===== config.mk =====
export PLATFORM = sky130hd
export DESIGN_NAME = sg_spec_monitor
export DESIGN_NICKNAME = d
export VERILOG_FILES = /design/src/rtl/sg_spec_monitor.sv
export SDC_FILE = /design/constraint.sdc
export NUM_CORES = 1
export LEC_CHECK = 0
export ABC_AREA = 1
export CORE_UTILIZATION = 45
export DETAILED_ROUTE_END_ITERATION = 10
export PLACE_DENSITY = 0.67
export SETUP_SLACK_MARGIN = 0.2
export SYNTH_ARGS = -nofsm -noshare
export SYNTH_HDL_FRONTEND = slang
export SYNTH_SLANG_ARGS = --single-unit

===== constraint.sdc =====
create_clock -name clk -period 44.4 [get_ports clk]
set_input_delay 6.66 -clock clk [delete_from_list [all_inputs] [get_ports clk]]
set_output_delay 6.66 -clock clk [all_outputs]
set_load 0.01 [all_outputs]

===== src/rtl/sg_spec_monitor.sv =====
// Monitors a circuit against a state graph held in a loadable transition table.
// An unmatched single-signal change or a multi-signal change is a violation.
module sg_spec_monitor #(
  parameter int NSIG = 8,
  parameter int SW = 4,
  parameter int NTRANS = 32,
  parameter int CW = 8,
  parameter logic [NSIG-1:0] OUT_MASK = '0,
  localparam int AW = $clog2(NTRANS),
  localparam int SIW = $clog2(NSIG)
) (
  input  logic            clk,
  input  logic            reset,
  input  logic            i_start,
  input  logic [SW-1:0]   i_init_state,
  input  logic            i_en,
  input  logic            i_clear,
  input  logic [NSIG-1:0] i_sig,
  input  logic            i_tbl_we,
  input  logic [AW-1:0]   i_tbl_addr,
  input  logic            i_tbl_valid,
  input  logic            i_tbl_dir,
  input  logic [SIW-1:0]  i_tbl_sig,
  input  logic [SW-1:0]   i_tbl_from,
  input  logic [SW-1:0]   i_tbl_to,
  output logic            o_armed,
  output logic [SW-1:0]   o_state,
  output logic            o_viol_in,
  output logic            o_viol_out,
  output logic            o_viol_multi,
  output logic            o_nondet,
  output logic            o_err_valid,
  output logic [1:0]      o_err_kind,
  output logic [SIW-1:0]  o_err_sig,
  output logic            o_err_dir,
  output logic [SW-1:0]   o_err_state,
  output logic [CW-1:0]   o_viol_count
);

  logic            r_armed;
  logic [SW-1:0]   r_state;
  logic [NSIG-1:0] r_prev;
  logic            r_viol_in, r_viol_out, r_viol_multi, r_nondet;
  logic            r_err_valid, r_err_dir;
  logic [1:0]      r_err_kind;
  logic [SIW-1:0]  r_err_sig;
  logic [SW-1:0]   r_err_state;
  logic [CW-1:0]   r_count;

  logic            r_tbl_valid [NTRANS];
  logic            r_tbl_dir   [NTRANS];
  logic [SIW-1:0]  r_tbl_sig   [NTRANS];
  logic [SW-1:0]   r_tbl_from  [NTRANS];
  logic [SW-1:0]   r_tbl_to    [NTRANS];

  logic [NSIG-1:0]   w_delta;
  logic [NTRANS-1:0] w_match;
  logic [SIW-1:0]    w_k;
  logic [AW-1:0]     w_hit_idx;
  logic              w_tbl_wr, w_check, w_changed, w_multi, w_single, w_dir;
  logic              w_hit, w_nd, w_miss, w_vin, w_vout, w_vmulti, w_viol;
  logic [1:0]        w_kind;

  // Table is only writable while the monitor is idle, so a running check never sees it change.
  assign w_tbl_wr = i_tbl_we & ~r_armed & ~i_start;

  genvar gi;
  generate
    for (gi = 0; gi < NTRANS; gi++) begin : g_tbl
      always_ff @(posedge clk or posedge reset) begin
        if (reset) begin
          r_tbl_valid[gi] <= 1'b0;
          r_tbl_dir[gi]   <= 1'b0;
          r_tbl_sig[gi]   <= '0;
          r_tbl_from[gi]  <= '0;
          r_tbl_to[gi]    <= '0;
        end else if (w_tbl_wr && i_tbl_addr == AW'(gi)) begin
          r_tbl_valid[gi] <= i_tbl_valid;
          r_tbl_dir[gi]   <= i_tbl_dir;
          r_tbl_sig[gi]   <= i_tbl_sig;
          r_tbl_from[gi]  <= i_tbl_from;
          r_tbl_to[gi]    <= i_tbl_to;
        end
      end
      assign w_match[gi] = r_tbl_valid[gi] & (r_tbl_from[gi] == r_state) &
                           (r_tbl_sig[gi] == w_k) & (r_tbl_dir[gi] == w_dir);
    end
  endgenerate

  assign w_delta   = i_sig ^ r_prev;
  assign w_check   = r_armed & i_en & ~i_start;
  assign w_changed = |w_delta;
  assign w_multi   = w_changed & (|(w_delta & (w_delta - NSIG'(1))));
  assign w_single  = w_changed & ~w_multi;
  assign w_dir     = i_sig[w_k];
  assign w_hit     = |w_match;
  assign w_nd      = |(w_match & (w_match - NTRANS'(1)));

  // Lowest changed signal and lowest-index matching entry.
  always_comb begin
    w_k = '0;
    for (int i = NSIG - 1; i >= 0; i--)
      if (w_delta[i]) w_k = SIW'(i);
    w_hit_idx = '0;
    for (int i = NTRANS - 1; i >= 0; i--)
      if (w_match[i]) w_hit_idx = AW'(i);
  end

  assign w_miss   = w_check & w_single & ~w_hit;
  assign w_vin    = w_miss & ~OUT_MASK[w_k];
  assign w_vout   = w_miss & OUT_MASK[w_k];
  assign w_vmulti = w_check & w_multi;
  assign w_viol   = w_miss | w_vmulti;
  assign w_kind   = w_vmulti ? 2'd2 : (OUT_MASK[w_k] ? 2'd1 : 2'd0);

  always_ff @(posedge clk or posedge reset) begin
    if (reset) begin
      r_armed      <= 1'b0;
      r_state      <= '0;
      r_prev       <= '0;
      r_viol_in    <= 1'b0;
      r_viol_out   <= 1'b0;
      r_viol_multi <= 1'b0;
      r_nondet     <= 1'b0;
      r_err_valid  <= 1'b0;
      r_err_kind   <= '0;
      r_err_sig    <= '0;
      r_err_dir    <= 1'b0;
      r_err_state  <= '0;
      r_count      <= '0;
    end else begin
      r_viol_in    <= w_vin;
      r_viol_out   <= w_vout;
      r_viol_multi <= w_vmulti;
      if (i_start) begin
        r_armed <= 1'b1;
        r_state <= i_init_state;
        r_prev  <= i_sig;
      end else if (w_check) begin
        r_prev <= i_sig;
        if (w_single && w_hit) r_state <= r_tbl_to[w_hit_idx];
      end
      if (i_clear) begin
        r_err_valid <= 1'b0;
        r_err_kind  <= '0;
        r_err_sig   <= '0;
        r_err_dir   <= 1'b0;
        r_err_state <= '0;
        r_nondet    <= 1'b0;
      end
      if (w_check && w_single && w_nd) r_nondet <= 1'b1;
      // A violation coinciding with clear is recorded as the first one after clear.
      if (w_viol) begin
        if (i_clear) r_count <= CW'(1);
        else if (r_count != {CW{1'b1}}) r_count <= r_count + 1'b1;
        if (!r_err_valid || i_clear) begin
          r_err_valid <= 1'b1;
          r_err_kind  <= w_kind;
          r_err_sig   <= w_k;
          r_err_dir   <= w_dir;
          r_err_state <= r_state;
        end
      end else if (i_clear) begin
        r_count <= '0;
      end
    end
  end

  assign o_armed      = r_armed;
  assign o_state      = r_state;
  assign o_viol_in    = r_viol_in;
  assign o_viol_out   = r_viol_out;
  assign o_viol_multi = r_viol_multi;
  assign o_nondet     = r_nondet;
  assign o_err_valid  = r_err_valid;
  assign o_err_kind   = r_err_kind;
  assign o_err_sig    = r_err_sig;
  assign o_err_dir    = r_err_dir;
  assign o_err_state  = r_err_state;
  assign o_viol_count = r_count;

endmodule


# After elaboration in Yosys (flattened, before gate mapping)
# Memory sizes are Yosys's and may differ from the RTL's.
# Cells that the tools add are included.
# W data, S select, Z words.
# op_classes
bitwise_logic,117
n_mux,74
n_eq_ne,128
n_lt_le_gt_ge,2
n_reduce_logical,49
n_addsub,3
# op_table
operator,count
$mux W5,32
$eq A4 B4 Y1,32
$and A1 B1 Y1,107
$eq A3 B3 Y1,32
$eq A5 B5 Y1 const B,16
$reduce_or A32 Y1,2
$mux W8,6
$eq A5 B4 Y1 const B,8
$logic_and A1 B1 Y1,35
$mux W3,11
$and A32 B32 Y32,1
$eq A1 B1 Y1,32
$mux W4,8
$sub A32 B1 Y32 const B,1
$bmux W4 S5,1
$eq A5 B3 Y1 const B,4
$reduce_or A8 Y1,2
$mux W1,11
$eq A5 B2 Y1 const B,2
$reduce_bool A2 Y1,5
$add A8 B1 Y8 const B,1
$and A8 B8 Y8,1
$mux W2,4
$ne A8 B8 Y1 const B,1
13 further kinds,18
# totals
romBits,8
output_inout_bits,28
input_bits,36
reg_bits,452
memories,1
# mem_list
memory,depth,word_bits,read_ports,rd_clocked_by_memory_dff,wr,line_no,text
(no name shown),8,1,1,0,0,114,assign w_kind = w_vmulti ? 2'd2 : (OUT_MASK[w_k] ? 2'd1 : 2'd0);

# Longest topological paths before layout
# Gate-level depths: netlist (run 1).
# logic_depth
depth_word,52
ltp_mapped,60

# Least setup slack after synthesis (run 1)
# Ideal clock, no wire load.
# synth_timing
path_type,input -> register
startpoint,in i_sig[4]
endpoint,"reg r_nondet, in the netlist o_nondet"
stages,33
arrival_time_ns,10.166
setup_ns,0.121
slack_ns,34.113
n_path_buf,4
path_cell_list,xor2_1 inv_1 nand2_1 nand2_1 nand2_1 nand2_2 nand2_4 nand2_1 nand3_2 nand3_2 nand2_2 inv_2 buf_6 buf_6 buf_6 buf_4 or2_1 nand3_1 nand2_1 nor2_1 nand2_2 inv_2 nand2_1 nor2_1 inv_2 nor2_1 nand2_1 nor2_2 nand3_1 a2111o_1 nor4_1 nand4_1 a22o_1
# synth_between
elab_chain_cells,15
word_cells_on_any_way,150
classes_between,add/sub: 2; eq/ne: 64; mux: 8; bitwise: 70; reduce/logical: 6
# synth_lines
item,line_no,text
"start, declared",18,"input logic [NSIG-1:0] i_sig,"
$xor A8 B8 Y8,90,assign w_delta = i_sig ^ r_prev;
$mux W3 (5 in a row),103,if (w_delta[i]) w_k = SIW'(i);
$bmux W1 S3,95,assign w_dir = i_sig[w_k];
$mux W1 (not written as such),95,
$eq A1 B1 Y1,86,(r_tbl_sig[gi] == w_k) & (r_tbl_dir[gi] == w_dir);
$and A1 B1 Y1,86,
$sub A32 B1 Y32,97,assign w_nd = |(w_match & (w_match - NTRANS'(1)));
$and A32 B32 Y32,97,
$reduce_or A32 Y1,97,
$logic_and A1 B1 Y1 (*),151,if (w_check && w_single && w_nd) r_nondet <= 1'b1;
$mux W1 / $reduce_bool A2 Y1 (equally long branches),n/a,
"end signal, assigned",124,r_nondet <= 1'b0;
"end signal, assigned",149,r_nondet <= 1'b0;
"end signal, assigned",151,
"end, declared",43,"logic r_viol_in, r_viol_out, r_viol_multi, r_nondet;"
# Mark *: on every way between the ends. The rest lies on a longest branch, timed or not. The select of a mux whose other input is x is not followed.
# A chain may end at the register's enable or synchronous reset.

# Worst setup path after layout (run 1)
# layout_timing
startpoint,in i_sig[5]
endpoint,"reg r_state[0], in the netlist o_state[0]"
# layout_between
elab_chain_cells,50
word_cells_on_any_way,187
classes_between,add/sub: 1; eq/ne: 64; mux: 46; bitwise: 70; reduce/logical: 6
# layout_lines
item,line_no,text
$xor A8 B8 Y8,90,
$mux W3 (6 in a row),103,
$bmux W1 S3,95,
$mux W1 (not written as such),95,
$eq A1 B1 Y1,86,
$and A1 B1 Y1,86,
$mux W5 (32 in a row),106,if (w_match[i]) w_hit_idx = AW'(i);
$not A5 Y6 (not written as such),141,if (w_single && w_hit) r_state <= r_tbl_to[w_hit_idx];
$bmux W4 S5,141,
$mux W4 (not written as such) (2 in a row),141,
$mux W4,141,
$mux W4,139,end else if (w_check) begin
$mux W4,135,if (i_start) begin
"end signal, assigned",137,r_state <= i_init_state;
"end signal, assigned",141,
"end, declared",41,logic [SW-1:0] r_state;
# Several ways; a longest one is shown, not always the timed one. The select of a mux whose other input is x is not followed.

==> results of run 1 <==
-- where the power goes --
part / internal [mW] / switching, mW
Sequential: 0.413 / 0.00214
Combinational: 0.0330 / 0.0855
Clock: 0.236 / 0.167
-- cells by family after synthesis --
family / after synthesis / share of synthesized area
AOI/OAI and AO/OA: 697 / 0.1710
xor gates and xnor gates: 72 / 0.02900
adders and majority gates: 1 / 0.0005522
buffers and inverters: 496 / 0.08820
DFF: 451 / 0.4982
muxes: 6 / 0.002982
other: 1 / 0.0001655
and+or+nand+nor: 1108 / 0.2099
-- layout by cell type (no fill, tap or decap), drive strengths merged, types with 3 or more instances in the layout --
cell,count
nor2,206
o22ai,42
dfrtp,451
bufinv,3
buf,53
nand2,612
or2,11
xnor2,25
o211ai,24
a221oi,24
nand3,204
inv,320
a21oi,155
a31oi,6
nor4,18
mux2,6
a211oi,11
nor3,23
o21ai,401
nand3b,12
o2111ai,17
clkinv,9
a2111oi,8
clkdlybuf4s50,62
nand4,16
xor2,47
clkbuf,71
-- flip-flops by register name, summed over array words and instances, names as in the netlist, 2 cells and up --
signal and cells:
r_tbl_from 128, r_tbl_sig 96, o_viol_count 8, r_prev 8
o_err_sig 3, r_tbl_dir 32, o_err_kind 2, o_err_state 4
r_tbl_valid 32, o_state 4, r_tbl_to 128
-- worst paths after layout --
| check | from | endpoint | slack [ns] | cells past startpoint |
|---|---|---|---|---|
| max in group asynchronous | reset | r_tbl_dir[17]$_DFFE_PP0P_ | 35.51 | 4 |
| hold reg to reg | r_tbl_valid[4]$_DFFE_PP0P_ | r_tbl_valid[4]$_DFFE_PP0P_ | 0.48 | 2 |
| setup reg to reg | r_prev[5]$_DFFE_PP0P_ | o_state[0]$_DFFE_PP0P_ | 37.25 | 50 |
| hold / removal | r_tbl_valid[4]$_DFFE_PP0P_ | r_tbl_valid[4]$_DFFE_PP0P_ | 0.48 | 2 |
| min in group asynchronous | reset | r_tbl_to[124]$_DFFE_PP0P_ | 6.55 | 2 |
| setup / recovery | i_sig[5] | o_state[0]$_DFFE_PP0P_ | 31.10 | 51 |
-- area by class of cell --
type | instances | area [sq um]
Multi-Input combinational cell | 1885 | 9412
Clock buffer | 71 | 1411
Sequential cell | 451 | 11290
Tap cell | 664 | 830.8
Timing Repair Buffer | 115 | 1018
Fill cell | 4753 | 23950
Inverter | 322 | 1219
Clock inverter | 10 | 128.9
-- through the flow --
| stage | power [mW] | utilization | hold WS [ns] |
|---|---|---|---|
| 2_1_floorplan | 0.5038 | - | 0.4444 |
| 3_3_place_gp | 0.5393 | 0.4825 | 0.4572 |
| 3_5_place_dp | 0.5409 | 0.4825 | 0.4681 |
| 4_1_cts | 0.9433 | 0.5138 | 0.4820 |
| 5_1_grt | 0.9707 | 0.5138 | 0.4930 |
| 6_report | 0.9373 | 0.5138 | 0.4800 |
-- routing by layer --
layer	vias to the layer above	wire [um]	GRT usage
li1	9297	-	-
met1	9582	29600	0.3773
met2	766	32220	0.4447
met3	138	4673	0.03304
met4	0	2219	0.1011
met5	-	0	0
-- worst max-delay path: cells and delay by family --
family	cells	cell delay, ns
compound gates	1	0.32
simple gates	44	4.31
xor+xnor	1	0.18
buf+inv	5	2.22
==> flow_metrics.tcl, run 1 <==
set metrics [dict create \
    status "complete, no violations" \
    post-route-period-util 0.2996 \
    drc 0 \
    setup_ws_ns 31.10 \
    fmax_mhz 75.18 \
    grt_start_max_net_pins 86 \
    initial_core_util 0.4599 \
    hp-class "reg -> reg" \
    tightestPinTransition_ns 1.272 \
    instances_no_fill 3518 \
    drt_iter0_drc 1855 \
    drive_gt1_frac 0.06727 \
    p_leak_nw 11.74 \
    slowest_delay_ns 0.63 \
    crit_required_ns 44.88 \
    first_global_vias 18860 \
    dieArea_sq_mm 0.05124 \
    port_buffers 62 \
    path_clk_slew_ns 0.06 \
    syn_to_final_growth_pct 11.70 \
    pre_cts_ws_ns 30.63 \
    fin_skew_ns 0.01625 \
    drt_pass1_iterations 6 \
    synth_cells 2832 \
    critPathCaptureType "flip-flop" \
    worstPathMaxFanout 76 \
    insertion_delay_ns 0.60 \
    postCtsSetupBuffers 0 \
    arrival_ns 13.78 \
    post_cts_resized 0 \
    globalplace.congestion 0.9274 \
    final_max_slew_viol_count 0 \
    critical-path-slowest-cell "inv_2" \
    crit_top_cell "nand2_1" \
    setup_viol 0 \
    gr-total-overflow 0 \
    drt-total-wl_um 68710 \
    yosysMostFrequentCell "nand2_1" \
    synth_area_leaders "dfrtp_1 (50%), nand2_1 (10%), o21ai_0 (8.5%)" \
    nets 2861 \
    period_needed_ns 13.30 \
    hold_viol 0 \
    async_flop_share 1.000 \
    io_pins 64 \
    synth_ff_type "dfrtp_1" \
    core_area_sq_mm 0.04925 \
    synth_area_per_cell_sq_um 7.999 \
    numCtsBuffers 49 \
    clock_tree.htree_level_count 2 \
    wl_per_cell_um 19.53 \
    synth_top_area_frac 0.4982 \
    startpoint_type "input pin" \
    clock_tree.buffer_depth 3 \
    p_per_area_mw_per_mm2 37.04 \
    dp_hpwl_um 45350 \
    num_antenna_cells 0 \
    cts_tree "yes" \
    num_rows 81 \
    cts.sinks 451 \
    maxCapViolations 0 \
    yosysUniqueCellTypes 58 \
    viasPerCell 5.623 \
    fin_area_sq_mm 0.02531 \
    syn-cell-area_sq_mm 0.02265 \
    setup_tns_ns 0 \
    grt_first_pass_wirelength_um 107400 \
    track_usage 0.2742 \
    ys_seq_area_frac 0.4982 \
    chipWidth_um 226.4 \
    cts_hold_buf 0 \
    critPathKind "in -> reg" \
    ant_nets 0 \
    relSlewSlack 0.1493 \
    clockRootBuffer "clkbuf_16" \
    rsz0062_at_grt "no" \
    synth_nets 2869 \
    grt_antenna_before_repair 0 \
    vias 19780 \
    place_area_sq_mm 0.02377 \
    ys_warn_count 0 \
    chipHeight_um 226.4 \
    synth.largest_area_cell "dfrtp_1" \
    placedCellCount 3437 \
    ys_ff_latch 451 \
    synth_common_cells "nand2_1 (603), dfrtp_1 (451), o21ai_0 (385)" \
    vdd_drop_max_mv 0.02694 \
    synth-edff-count 0 \
]
(Power assumes the default switching activity.)
==> run 2, diff against run 1 <==
==> constraint.sdc (replaced) <==
create_clock -name clk -period 13.8 [get_ports clk]
set_input_delay 2.07 -clock clk [delete_from_list [all_inputs] [get_ports clk]]
set_output_delay 2.07 -clock clk [all_outputs]
set_load 0.01 [all_outputs]
==> run 2 against run 1 <==
Setup slack got worse by 26 ns. Clock-buffer cell count increased by 8. Die area unchanged.
==> flow_metrics.tcl, run 2 (same netlist as run 1, synthesis figures left out) <==
set metrics [dict create \
    nets 2860 \
    maxCapViolations 0 \
    post-route-period-util 0.6219 \
    post_cts_resized 0 \
    postCtsSetupBuffers 0 \
    hold_viol 0 \
    highest_layer "met5" \
    r2r_cells 51 \
    gr-total-overflow 0 \
    numCtsBuffers 51 \
    grt_antenna_before_repair 1 \
    clockRootBuffer "clkbuf_16" \
    rsz0062_at_grt "no" \
    insertion_delay_ns 0.60 \
    placedCellCount 3434 \
    num_rows 81 \
    globalplace.congestion 0.9351 \
    period_needed_ns 8.583 \
    io_pins 64 \
    drt-total-wl_um 69290 \
    final_cell_mix "nand2_1 (603), dfrtp_1 (451), o21ai_0 (385)" \
    fin_skew_ns 0.01886 \
    fmax_mhz 116.5 \
    hold_end "r_tbl_to[18]$_DFFE_PP0P_" \
    status "complete, no violations" \
    cts_hold_buf 0 \
    chipWidth_um 226.4 \
    clock_tree.htree_level_count 2 \
    hp-start "r_tbl_to[18]$_DFFE_PP0P_" \
    reg_top3 "r_tbl_from (128), r_tbl_to (128), r_tbl_sig (96)" \
    wl_met3_um 5053 \
    drt_pass1_iterations 5 \
    p_leak_nw 11.77 \
    startpoint_type "input pin" \
    reg2reg_to "o_state[0]$_DFFE_PP0P_" \
    instances_no_fill 3520 \
    dieArea_sq_mm 0.05124 \
    initial_core_util 0.4599 \
    port_buffers 62 \
    first_global_vias 18790 \
    drt_iter0_drc 2145 \
    grt_start_max_net_pins 81 \
    critPathKind "in -> reg" \
    num_antenna_cells 0 \
    drive_gt1_frac 0.06898 \
    dp_hpwl_um 44750 \
    setup_tns_ns 0 \
    setup_viol 0 \
    path_clk_slew_ns 0.06 \
    cts.sinks 451 \
    final_max_slew_viol_count 0 \
    clock_tree.buffer_depth 3 \
    hp-class "reg -> reg" \
    cts_tree "yes" \
    slowest_delay_ns 0.63 \
    arrival_ns 9.06 \
    drc 0 \
    worstPathMaxFanout 76 \
    vias 19820 \
    dr_wl_met2_um 32180 \
    tightestPinTransition_ns 1.300 \
    relSlewSlack 0.1309 \
    final_common_cell "nand2_1" \
    track_usage 0.2737 \
    p_per_area_mw_per_mm2 120.5 \
    vdd_drop_max_mv 0.09258 \
    critPathCaptureType "flip-flop" \
    met1_length_um 29790 \
    r2r_slack_ns 6.80 \
    crit_top_cell "nand2_1" \
    critical-path-slowest-cell "inv_2" \
    chipHeight_um 226.4 \
    r2r-start "r_prev[5]$_DFFE_PP0P_" \
    syn_to_final_growth_pct 12.02 \
    holdPathStages 2 \
    grt_first_pass_wirelength_um 106900 \
    core_area_sq_mm 0.04925 \
    viasPerCell 5.632 \
    ant_nets 0 \
    wl_per_cell_um 19.69 \
    crit_required_ns 14.28 \
]
run 2: where the power goes:
group	switching (mW)	total, mW	internal, mW
clock network	0.545	1.34	0.794
registers	0.00564	1.34	1.33
logic	0.279	0.385	0.106
total	0.829	3.06	2.23
run 2: routing by layer:
| layer | GRT usage | up-vias |
|---|---|---|
| met3 | 0.04108 | 133 |
| met1 | 0.3707 | 9606 |
| met2 | 0.4479 | 794 |
| met5 | 0 | - |
| met4 | 0.09329 | 2 |
| li1 | - | 9288 |
run 2: worst max-delay path by stage:
stage,startpoint,to,depth (start not counted)
4_1_cts,i_sig[3],o_state[0]$_DFFE_PP0P_,50
5_1_grt,i_sig[3],o_state[0]$_DFFE_PP0P_,51
6_report,i_sig[5],o_state[0]$_DFFE_PP0P_,52
3_5_place_dp,i_sig[7],o_state[0]$_DFFE_PP0P_,54
3_3_place_gp,i_sig[7],o_state[0]$_DFFE_PP0P_,54
2_1_floorplan,reset,o_armed$_DFFE_PP0P_,1
run 2: layout make-up:
class / instances / area, sq um
Clock buffer: 79 / 1574
Multi-Input combinational cell: 1885 / 9412
Tap cell: 664 / 830.8
Clock inverter: 7 / 65.06
Sequential cell: 451 / 11290
Fill cell: 4694 / 23880
Inverter: 322 / 1215
Timing Repair Buffer: 112 / 996.0
run 2: worst max-delay path: cells and delay by family:
kind,cells,cell delay [ns]
XOR/XNOR,1,0.18
AO/OA/AOI/OAI,1,0.34
buffers and inverters,4,1.72
AND/OR/NAND/NOR,46,4.58
run 2: metrics by stage:
stage / instance area [sq um] / utilization / setup slack, ns / total power, mW / hold slack [ns]
final: 25380 / 0.5152 / 5.217 / 3.059 / 0.4797
after global routing: 25380 / 0.5152 / 4.458 / 3.160 / 0.5093
after CTS: 25380 / 0.5152 / 5.354 / 3.076 / 0.4805
after detailed placement: 23740 / 0.4820 / 4.780 / 1.739 / 0.4664
after global placement: 23740 / 0.4820 / 4.878 / 1.734 / 0.4596
after floorplan: 22660 / - / 5.631 / 1.621 / 0.4444
